===== config.mk =====
export PLATFORM = sky130hd
export DESIGN_NAME = mem_access_seq_flat
export DESIGN_NICKNAME = d
export VERILOG_FILES = /design/src/rtl/mem_access_seq_if.sv /design/src/rtl/mem_access_seq.sv /design/src/flat_wrapper.sv
export SDC_FILE = /design/constraint.sdc
export NUM_CORES = 1
export LEC_CHECK = 0
export ABC_AREA = 0
export BUFFER_PORTS_ARGS = -buffer_cell sky130_fd_sc_hd__buf_2
export CELL_PAD_IN_SITES_DETAIL_PLACEMENT = 1
export CELL_PAD_IN_SITES_GLOBAL_PLACEMENT = 1
export CORE_ASPECT_RATIO = 1.5
export CORE_MARGIN = 8
export CORE_UTILIZATION = 45
export CTS_BUF_LIST = sky130_fd_sc_hd__clkbuf_16
export DETAILED_ROUTE_END_ITERATION = 8
export HOLD_SLACK_MARGIN = 0.12
export PLACE_DENSITY = 0.95
export SLEW_MARGIN = 25
export SYNTH_ARGS = -nofsm -noshare
export SYNTH_HDL_FRONTEND = slang
export SYNTH_SLANG_ARGS = --single-unit

===== constraint.sdc =====
create_clock -name clk -period 11.8 [get_ports clk]
set_clock_uncertainty 0.2 [all_clocks]
set_input_delay 0 -clock clk [delete_from_list [all_inputs] [get_ports clk]]
set_output_delay 0 -clock clk [all_outputs]
set_load 0.1 [all_outputs]

===== src/rtl/mem_access_seq_if.sv =====
// Request/response and memory-side signals of the memory access sequencer.
// slave is the sequencer's view; master is the requester plus memory.
interface mem_access_seq_if;
   logic        req_valid;
   logic        req_ready;
   logic [1:0]  req_op;
   logic [11:0] req_addr;
   logic [15:0] req_wdata;
   logic        resp_valid;
   logic        resp_ready;
   logic [15:0] resp_data;
   logic        resp_err;
   logic [11:0] mem_address;
   logic [15:0] mem_data_out;
   logic        mem_write_en;
   logic [15:0] mem_result;

   modport slave (
      input  req_valid, req_op, req_addr, req_wdata, resp_ready, mem_result,
      output req_ready, resp_valid, resp_data, resp_err,
      output mem_address, mem_data_out, mem_write_en
   );

   modport master (
      output req_valid, req_op, req_addr, req_wdata, resp_ready, mem_result,
      input  req_ready, resp_valid, resp_data, resp_err,
      input  mem_address, mem_data_out, mem_write_en
   );
endinterface


===== src/rtl/mem_access_seq.sv =====
// Single-request memory sequencer: read / write / increment / add-to-memory
// with AGC edit registers (020-023) and write protection of fixed memory.
module mem_access_seq #(
   parameter int unsigned READ_LAT  = 1,
   parameter int unsigned ONES_COMP = 1
) (
   input logic            clk,
   input logic            rst,
   mem_access_seq_if.slave bus
);
   localparam int unsigned AW = 12;
   localparam int unsigned DW = 16;
   localparam int unsigned CW = (READ_LAT > 1) ? $clog2(READ_LAT) : 1;

   typedef enum logic [2:0] {S_IDLE, S_ADDR, S_WAIT, S_MODIFY, S_WRITE, S_RESP} state_e;
   typedef enum logic [1:0] {OP_READ, OP_WRITE, OP_INCR, OP_ADS} op_e;

   state_e        state_q, state_d;
   op_e           op_q, op_d;
   logic [AW-1:0] addr_q, addr_d;
   logic [DW-1:0] wdata_q, wdata_d;
   logic [DW-1:0] rdata_q, rdata_d;
   logic [CW-1:0] cnt_q, cnt_d;
   logic          req_ready_q, req_ready_d;
   logic          resp_valid_q, resp_valid_d;
   logic [DW-1:0] resp_data_q, resp_data_d;
   logic          resp_err_q, resp_err_d;
   logic [AW-1:0] mem_addr_q, mem_addr_d;
   logic [DW-1:0] mem_data_q, mem_data_d;
   logic          mem_we_q, mem_we_d;
   logic          fixed_c;
   logic [DW-1:0] sum_c;
   logic [DW-1:0] edit_c;

   function automatic logic [DW-1:0] add16(input logic [DW-1:0] a, input logic [DW-1:0] b);
      logic [DW:0] s;
      s = {1'b0, a} + {1'b0, b};
      if (ONES_COMP != 0) return s[DW-1:0] + DW'(s[DW]);
      return s[DW-1:0];
   endfunction

   // Edit registers reshape whatever is stored into them.
   function automatic logic [DW-1:0] edit(input logic [AW-1:0] a, input logic [DW-1:0] d);
      case (a)
         12'o20:  return {d[0], d[15:1]};
         12'o21:  return {d[15], d[15:1]};
         12'o22:  return {d[14:0], d[15]};
         12'o23:  return d >> 7;
         default: return d;
      endcase
   endfunction

   assign fixed_c = (addr_q >= 12'o2000);

   always_comb begin
      state_d      = state_q;
      op_d         = op_q;
      addr_d       = addr_q;
      wdata_d      = wdata_q;
      rdata_d      = rdata_q;
      cnt_d        = cnt_q;
      req_ready_d  = req_ready_q;
      resp_valid_d = resp_valid_q;
      resp_data_d  = resp_data_q;
      resp_err_d   = resp_err_q;
      mem_addr_d   = mem_addr_q;
      mem_data_d   = mem_data_q;
      mem_we_d     = 1'b0;
      sum_c        = add16(rdata_q, (op_q == OP_INCR) ? DW'(1) : wdata_q);
      edit_c       = edit(addr_q, (op_q == OP_WRITE) ? wdata_q : sum_c);

      case (state_q)
         S_IDLE: begin
            if (bus.req_valid && req_ready_q) begin
               op_d        = op_e'(bus.req_op);
               addr_d      = bus.req_addr;
               wdata_d     = bus.req_wdata;
               req_ready_d = 1'b0;
               state_d     = S_ADDR;
            end
         end
         S_ADDR: begin
            mem_addr_d = addr_q;
            if (op_q == OP_WRITE) begin
               wdata_d = edit_c;
               if (!fixed_c) begin
                  mem_we_d   = 1'b1;
                  mem_data_d = edit_c;
               end
               state_d = S_WRITE;
            end else begin
               cnt_d   = CW'(READ_LAT - 1);
               state_d = S_WAIT;
            end
         end
         S_WAIT: begin
            if (cnt_q == '0) begin
               rdata_d = bus.mem_result;
               if (op_q == OP_READ) begin
                  resp_valid_d = 1'b1;
                  resp_data_d  = bus.mem_result;
                  resp_err_d   = 1'b0;
                  state_d      = S_RESP;
               end else begin
                  state_d = S_MODIFY;
               end
            end else begin
               cnt_d = CW'(cnt_q - 1'b1);
            end
         end
         S_MODIFY: begin
            wdata_d = edit_c;
            if (!fixed_c) begin
               mem_we_d   = 1'b1;
               mem_data_d = edit_c;
            end
            state_d = S_WRITE;
         end
         S_WRITE: begin
            resp_valid_d = 1'b1;
            resp_err_d   = fixed_c;
            if (!fixed_c)              resp_data_d = wdata_q;
            else if (op_q == OP_WRITE) resp_data_d = '0;
            else                       resp_data_d = rdata_q;
            state_d = S_RESP;
         end
         S_RESP: begin
            if (bus.resp_ready) begin
               resp_valid_d = 1'b0;
               req_ready_d  = 1'b1;
               state_d      = S_IDLE;
            end
         end
         default: begin
            req_ready_d  = 1'b1;
            resp_valid_d = 1'b0;
            state_d      = S_IDLE;
         end
      endcase
   end

   always_ff @(posedge clk) begin
      if (rst) begin
         state_q      <= S_IDLE;
         op_q         <= OP_READ;
         addr_q       <= '0;
         wdata_q      <= '0;
         rdata_q      <= '0;
         cnt_q        <= '0;
         req_ready_q  <= 1'b1;
         resp_valid_q <= 1'b0;
         resp_data_q  <= '0;
         resp_err_q   <= 1'b0;
         mem_addr_q   <= '0;
         mem_data_q   <= '0;
         mem_we_q     <= 1'b0;
      end else begin
         state_q      <= state_d;
         op_q         <= op_d;
         addr_q       <= addr_d;
         wdata_q      <= wdata_d;
         rdata_q      <= rdata_d;
         cnt_q        <= cnt_d;
         req_ready_q  <= req_ready_d;
         resp_valid_q <= resp_valid_d;
         resp_data_q  <= resp_data_d;
         resp_err_q   <= resp_err_d;
         mem_addr_q   <= mem_addr_d;
         mem_data_q   <= mem_data_d;
         mem_we_q     <= mem_we_d;
      end
   end

   assign bus.req_ready    = req_ready_q;
   assign bus.resp_valid   = resp_valid_q;
   assign bus.resp_data    = resp_data_q;
   assign bus.resp_err     = resp_err_q;
   assign bus.mem_address  = mem_addr_q;
   assign bus.mem_data_out = mem_data_q;
   assign bus.mem_write_en = mem_we_q;
endmodule

===== src/flat_wrapper.sv =====
// flat-port wrapper written by rule: the top's interface ports become plain ports
module mem_access_seq_flat 
#(
   parameter int unsigned READ_LAT  = 1,
   parameter int unsigned ONES_COMP = 1
)
  (clk, rst, bus_req_valid, bus_req_op, bus_req_addr, bus_req_wdata, bus_resp_ready, bus_mem_result, bus_req_ready, bus_resp_valid, bus_resp_data, bus_resp_err, bus_mem_address, bus_mem_data_out, bus_mem_write_en);
  mem_access_seq_if bus_i ();
  input logic clk;
  input logic rst;
  input wire logic [$bits(bus_i.req_valid)-1:0] bus_req_valid;
  input wire logic [$bits(bus_i.req_op)-1:0] bus_req_op;
  input wire logic [$bits(bus_i.req_addr)-1:0] bus_req_addr;
  input wire logic [$bits(bus_i.req_wdata)-1:0] bus_req_wdata;
  input wire logic [$bits(bus_i.resp_ready)-1:0] bus_resp_ready;
  input wire logic [$bits(bus_i.mem_result)-1:0] bus_mem_result;
  output wire logic [$bits(bus_i.req_ready)-1:0] bus_req_ready;
  output wire logic [$bits(bus_i.resp_valid)-1:0] bus_resp_valid;
  output wire logic [$bits(bus_i.resp_data)-1:0] bus_resp_data;
  output wire logic [$bits(bus_i.resp_err)-1:0] bus_resp_err;
  output wire logic [$bits(bus_i.mem_address)-1:0] bus_mem_address;
  output wire logic [$bits(bus_i.mem_data_out)-1:0] bus_mem_data_out;
  output wire logic [$bits(bus_i.mem_write_en)-1:0] bus_mem_write_en;
  assign bus_i.req_valid = bus_req_valid;
  assign bus_i.req_op = bus_req_op;
  assign bus_i.req_addr = bus_req_addr;
  assign bus_i.req_wdata = bus_req_wdata;
  assign bus_i.resp_ready = bus_resp_ready;
  assign bus_i.mem_result = bus_mem_result;
  assign bus_req_ready = bus_i.req_ready;
  assign bus_resp_valid = bus_i.resp_valid;
  assign bus_resp_data = bus_i.resp_data;
  assign bus_resp_err = bus_i.resp_err;
  assign bus_mem_address = bus_i.mem_address;
  assign bus_mem_data_out = bus_i.mem_data_out;
  assign bus_mem_write_en = bus_i.mem_write_en;
  mem_access_seq #(.READ_LAT(READ_LAT), .ONES_COMP(ONES_COMP)) u_core (.clk(clk), .rst(rst), .bus(bus_i));
endmodule

==> flow_metrics.tcl, run 1 <==
set metrics [dict create \
    outcome "finished, final reports clean" \
    cts_buffer_depth 2 \
    min_path_type "input port to flop" \
    cts_root_buf "clkbuf_16" \
    tightest_slew_ns 1.08 \
    finalSetupViolCount 0 \
    drive_gt1_frac 0.169 \
    ys_types 85 \
    syn_area_per_cell_sq_um 7.58 \
    grt_max_degree 47 \
    dr.pass1.iters 6 \
    post_cts_buffers 0 \
    synthArstFlopShare 0 \
    period_needed_ns 6.98 \
    final_util 0.567 \
    arrival_ns 7.08 \
    use_met2 0.620 \
    grt_busiest_layer "met2" \
    start_util 0.453 \
    synth_flop_cell "dfxtp_1" \
    crit_path_start_kind "flop" \
    postRouteAntennaNets 0 \
    crit_fanout 16 \
    ys_warn_count 0 \
    fin_cells 1090 \
    grt_use_total 0.363 \
    clock_latency_ns 0.39 \
    cts_tree "yes" \
    finalPower_mw 1.03 \
    place.gp.congestion 0.913 \
    slew_violations 0 \
    cts_resized 0 \
    syn_area_sq_mm 0.00604 \
    required_ns 11.90 \
    cts.sinks 97 \
    netlist_instances 797 \
    drt-total-wl_microns 33700 \
    vias_per_cell 7.27 \
    rsz0062_at_grt "false" \
    antenna_found_initial 2 \
    die_w_microns 111 \
    slew_headroom 0.280 \
    hold_violations 0 \
    post_drt_wl_per_cell_microns 30.9 \
    p_leak_nw 3.06 \
    fp.coreArea_sq_mm 0.0133 \
    synth_edf_count 0 \
    synth-seq-cells 97 \
    area_delta_synth_final_pct 25.1 \
    finalCritPeriodShare 0.591 \
    clk_pin_slew_worst_paths_ns 0.09 \
    drtIter0Drc 1061 \
    synthTopCellsByArea "dfxtp_1, a21oi_1, nand2_1" \
    end_kind "flop" \
    ir_worst_vdd_uv 105 \
    final_nets 991 \
    cts_buffers 9 \
    fmaxAchievable_mhz 143 \
    drc 0 \
    port_buffers 97 \
    criticalPathCategory "flop to flop" \
    dp_hpwl_microns 16100 \
    die_area_sq_mm 0.0175 \
    place_inst 1010 \
    overflow 0 \
    die-height_microns 158 \
    met1_usage 0.359 \
    io-pin-count 98 \
    synth.top_cell.area_share 0.321 \
    finalSetupTns_ns 0 \
    use_met3 0.0982 \
    ys_seq_area_frac 0.321 \
    grt_pass1_vias 8314 \
    rows 52 \
    grt_pass1_wl_microns 49200 \
    h-tree-depth 3 \
    synth_top_cell_by_area "dfxtp_1" \
    holdBufCountCts 62 \
    powerDensity_mw_per_mm2 136 \
    synth_nets 866 \
    via_count 7927 \
    cap_violations 0 \
]
[cells by family (layout without fill, tap and decap cells)]
logic type,Yosys count,after routing,share of synthesized area
flip-flops,97,97,0.321
other,0,1,0
multiplexers,12,12,0.0230
adder cells (fa/ha/maj),19,19,0.0406
XOR/XNOR,11,11,0.0172
AND/OR/NAND/NOR,309,309,0.238
AO/OA/AOI/OAI,281,281,0.316
buffers and inverters,68,198,0.0437
[cells in the mapped netlist, types with 8 or more instances]
cell type	n
nand3_1	11
nand2b_1	10
or3_1	9
o21ai_0	29
clkbuf_1	48
a31oi_1	8
ha_1	18
a21oi_1	99
nor2_1	82
nand2_1	123
a211oi_1	33
o21ai_1	8
inv_1	11
a22oi_1	16
nor3_1	20
and2_1	19
dfxtp_1	97
[per-layer routing]
metal	part of all wire	wire [microns]	up-vias
li1	-	-	3166
met1	0.32	10700	3727
met2	0.47	15900	718
met3	0.11	3560	314
met4	0.10	3530	2
met5	0.00036	12	-
[cell usage in the layout, fill, tap and decap left out, drive strengths merged, types with 10 or more instances in the layout]
cell / instances
nand3: 12
inv: 16
nand2: 123
dlygate4sd3: 62
nor3: 21
a22oi: 16
nor2: 82
dfxtp: 97
clkbuf: 10
ha: 18
and2: 19
a211oi: 35
nand2b: 10
buf: 106
a21oi: 100
o21ai: 37
[report_power, final]
part           switching [mW]  internal, mW
logic                   0.215        0.0933
clock network           0.171         0.172
registers              0.0310         0.343
[stage by stage]
step	setup slack [ns]	instance area, sq um	hold WS, ns
2_1_floorplan	7.02	6040	-0.0640
6_report	4.82	7560	0.233
3_5_place_dp	6.13	6590	0.0519
4_1_cts	5.69	7530	0.237
3_3_place_gp	6.49	6590	0.0424
5_1_grt	4.77	7560	0.257
[worst max-delay path, cell delays in order (launching register included)]
cell and delay (ns):
dfxtp_1 0.62, nand2b_1 0.46, nand2b_1 0.34, ha_1 0.29, fa_1 0.28, a21oi_1 0.12
o211a_2 0.33, or3_1 0.43, a21boi_2 0.22, o21ai_0 0.13, nand2b_1 0.10, a21oi_1 0.07
o21bai_1 0.18, ha_1 0.23, ha_1 0.22, and2_1 0.19, nand4_1 0.28, xor2_1 0.31
a21oi_1 0.44, o2bb2ai_1 0.15, a21o_1 0.22, o21ai_0 0.69, o211a_1 0.38
[layout make-up]
| type | count | area, sq um |
|---|---|---|
| fillers | 1581 | 5780 |
| multi-input cells | 632 | 3860 |
| flip-flops and latches | 97 | 1940 |
| repair buffers | 169 | 1180 |
| clock buffers | 9 | 225 |
| well taps | 162 | 203 |
| clock inverters | 7 | 92.6 |
| inverters | 13 | 48.8 |
| diodes | 1 | 2.50 |
[state kept, by name, indices dropped and copies added (netlist names)]
name and count:
u_core.bus.mem_write_en 1, u_core.addr_q 12, u_core.bus.resp_data 16, u_core.bus.mem_data_out 16
u_core.bus.resp_err 1, u_core.wdata_q 16, u_core.bus.resp_valid 1, u_core.state_q 3
u_core.op_q 2, u_core.rdata_q 16, u_core.bus.mem_address 12, u_core.bus.req_ready 1
[worst paths after layout]
kind | endpoint | slack, ns | start | cells after the start
worst min register to register | u_core.bus.mem_address[6] | 0.28 | u_core.bus.mem_address[6] | 2
worst max-delay path | u_core.wdata_q[5] | 4.82 | u_core.op_q[1] | 22
worst max register to register | u_core.wdata_q[5] | 4.82 | u_core.op_q[1] | 22
worst min-delay path | u_core.rdata_q[6] | 0.23 | bus_mem_result[6] | 4
No activity file was read; power rests on OpenSTA's default activity.
==> run 2, diff against run 1 <==
Settings changed: ABC_AREA 0 to 1, CORE_UTILIZATION 45 to 41, PLACE_DENSITY 0.95 to 0.92.
Clock period 11.8 ns to 6.6 ns, I/O delays scaled along.
==> flow_metrics.tcl, run 2 <==
set metrics [dict create \
    outcome "finished, final reports clean" \
    arrival_ns 5.21 \
    synthArstFlopShare 0 \
    rsz0062_at_grt "false" \
    die_w_microns 117 \
    finalPower_mw 2.66 \
    setup_ws_ns 1.50 \
    dr.pass1.iters 5 \
    place.gp.congestion 0.934 \
    ys_seq_area_frac 0.308 \
    antenna_found_initial 1 \
    fp.coreArea_sq_mm 0.0151 \
    grt_use_total 0.292 \
    tightest_slew_ns 0.953 \
    crit_path_max_incr_delay_ns 0.73 \
    h-tree-depth 3 \
    dp_hpwl_microns 17000 \
    die_area_sq_mm 0.0197 \
    crit_path_start_kind "flop" \
    finalSetupViolCount 0 \
    via_count 7559 \
    ys_types 42 \
    cts.sinks 97 \
    synth_flop_cell "dfxtp_1" \
    synth-seq-cells 97 \
    start_util 0.419 \
    min_path_type "input port to flop" \
    grt_max_degree 58 \
    overflow 0 \
    clock_latency_ns 0.38 \
    netlist_instances 959 \
    holdBufCountCts 50 \
    mostFrequentLayoutCell "nand2_1" \
    cpMaxStageDelayCell "nor2_1" \
    path_common_cell "nand2_1" \
    ys_warn_count 0 \
    slew_violations 0 \
    slew_headroom 0.362 \
    finalSetupTns_ns 0 \
    grt_pass1_vias 8322 \
    drive_gt1_frac 0.200 \
    crit_fanout 15 \
    end_kind "flop" \
    period_needed_ns 5.10 \
    cts_buffers 9 \
    criticalPathCategory "flop to flop" \
    io-pin-count 98 \
    synth_nets 1028 \
    final_area_sq_mm 0.00775 \
    synth_top_cell_by_area "dfxtp_1" \
    required_ns 6.71 \
    cts_resized 0 \
    drtIter0Drc 430 \
    postRouteAntennaNets 0 \
    synth_most_common_cell "nand2_1" \
    post_cts_buffers 0 \
    finalCritPeriodShare 0.773 \
    place_ws_ns 1.91 \
    cts_buffer_depth 2 \
    clk_pin_slew_worst_paths_ns 0.09 \
    syn_area_sq_mm 0.00631 \
    post_drt_wl_per_cell_microns 22.1 \
    mostFrequentLayoutCells "nand2_1, a21oi_1, inv_1" \
    hold_violations 0 \
    drt-total-wl_microns 28400 \
    rows 55 \
    grt_pass1_wl_microns 44700 \
    cts_root_buf "clkbuf_16" \
    port_buffers 97 \
    fmaxAchievable_mhz 196 \
    placedInstanceArea_sq_mm 0.00692 \
    cap_violations 0 \
    synthTopCellsByCount "nand2_1, a21oi_1, inv_1, o21ai_0, dfxtp_1" \
    area_delta_synth_final_pct 22.8 \
    synth.top_cell.area_share 0.308 \
    vias_per_cell 5.89 \
    cts_tree "yes" \
    final_nets 1148 \
    drc 0 \
    ir_worst_vdd_uv 257 \
    die-height_microns 168 \
    powerDensity_mw_per_mm2 344 \
    syn_area_per_cell_sq_um 6.58 \
    synth_edf_count 0 \
    synthTopCellsByArea "dfxtp_1, nand2_1, a21oi_1" \
    p_leak_nw 3.60 \
]
-- run 2: changes by cell type after synthesis, sizes merged, moves of 9 or more --
cell,before,now
inv,11,133
o21ai,37,122
nand2,123,205
nand3,12,79
a21oi,100,137
a211oi,35,5
and2,19,2
nor3,21,7
nor2,82,69
clkbuf,48,36
nand2b,10,0
or3,9,0
-- run 2: per-layer routing --
metal  track usage  vias up  part of all wire
li1              -     3408                 -
met1         0.291     3692              0.36
met2         0.511      313              0.51
met3        0.0695      146             0.051
met4         0.213        0             0.070
met5             0        -                 0
-- run 2: path summary, 6_finish.rpt --
kind,from,to,slack (ns),depth (start not counted)
worst max-delay path,u_core.op_q[1],u_core.wdata_q[11],1.50,28
worst min-delay path,bus_req_valid,u_core.addr_q[10],0.19,5
worst max register to register,u_core.op_q[1],u_core.wdata_q[11],1.50,28
worst min register to register,u_core.rdata_q[10],u_core.rdata_q[10],0.29,2
-- run 2: final cells by class --
type	instances	area, sq um
Fill cell	1987	7320
Tap cell	199	249
Inverter	135	507
Multi-Input combinational cell	686	3720
Sequential cell	97	1940
Timing Repair Buffer	150	1010
Clock inverter	7	96.3
Clock buffer	9	225
Antenna cell	1	2.50
-- run 2: cell families (layout without fill, tap and decap cells) --
group,after synthesis,in the layout,share of synthesized area
AO/OA/AOI/OAI,289,289,0.250
XOR/XNOR,1,1,0.00139
adder cells (fa/ha/maj),19,19,0.0389
buffers and inverters,176,301,0.107
flip-flops,97,97,0.308
other,0,1,0
AND/OR/NAND/NOR,377,377,0.295
-- run 2: report_power, final --
group	internal [mW]	switching [mW]	total, mW
combinational	0.323	1.01	1.33
clock	0.278	0.312	0.591
sequential	0.673	0.0661	0.739
-- run 2: critical path: cells and delay by family, from the launching register on --
kind	cells	cell delay, ns
fa+ha+maj	3	0.92
flops	1	0.42
compound gates	3	0.39
buf+inv	3	0.26
simple gates	19	2.83
-- run 2: metrics by stage --
| step | utilization | instances | hold WS, ns |
|---|---|---|---|
| global route | 0.514 | 1284 | 0.240 |
| finish | 0.514 | 1284 | 0.190 |
| floorplan | - | 959 | -0.131 |
| CTS | 0.513 | 1283 | 0.233 |
| global placement | 0.458 | 1217 | 0.0602 |
| detailed placement | 0.459 | 1217 | 0.0575 |
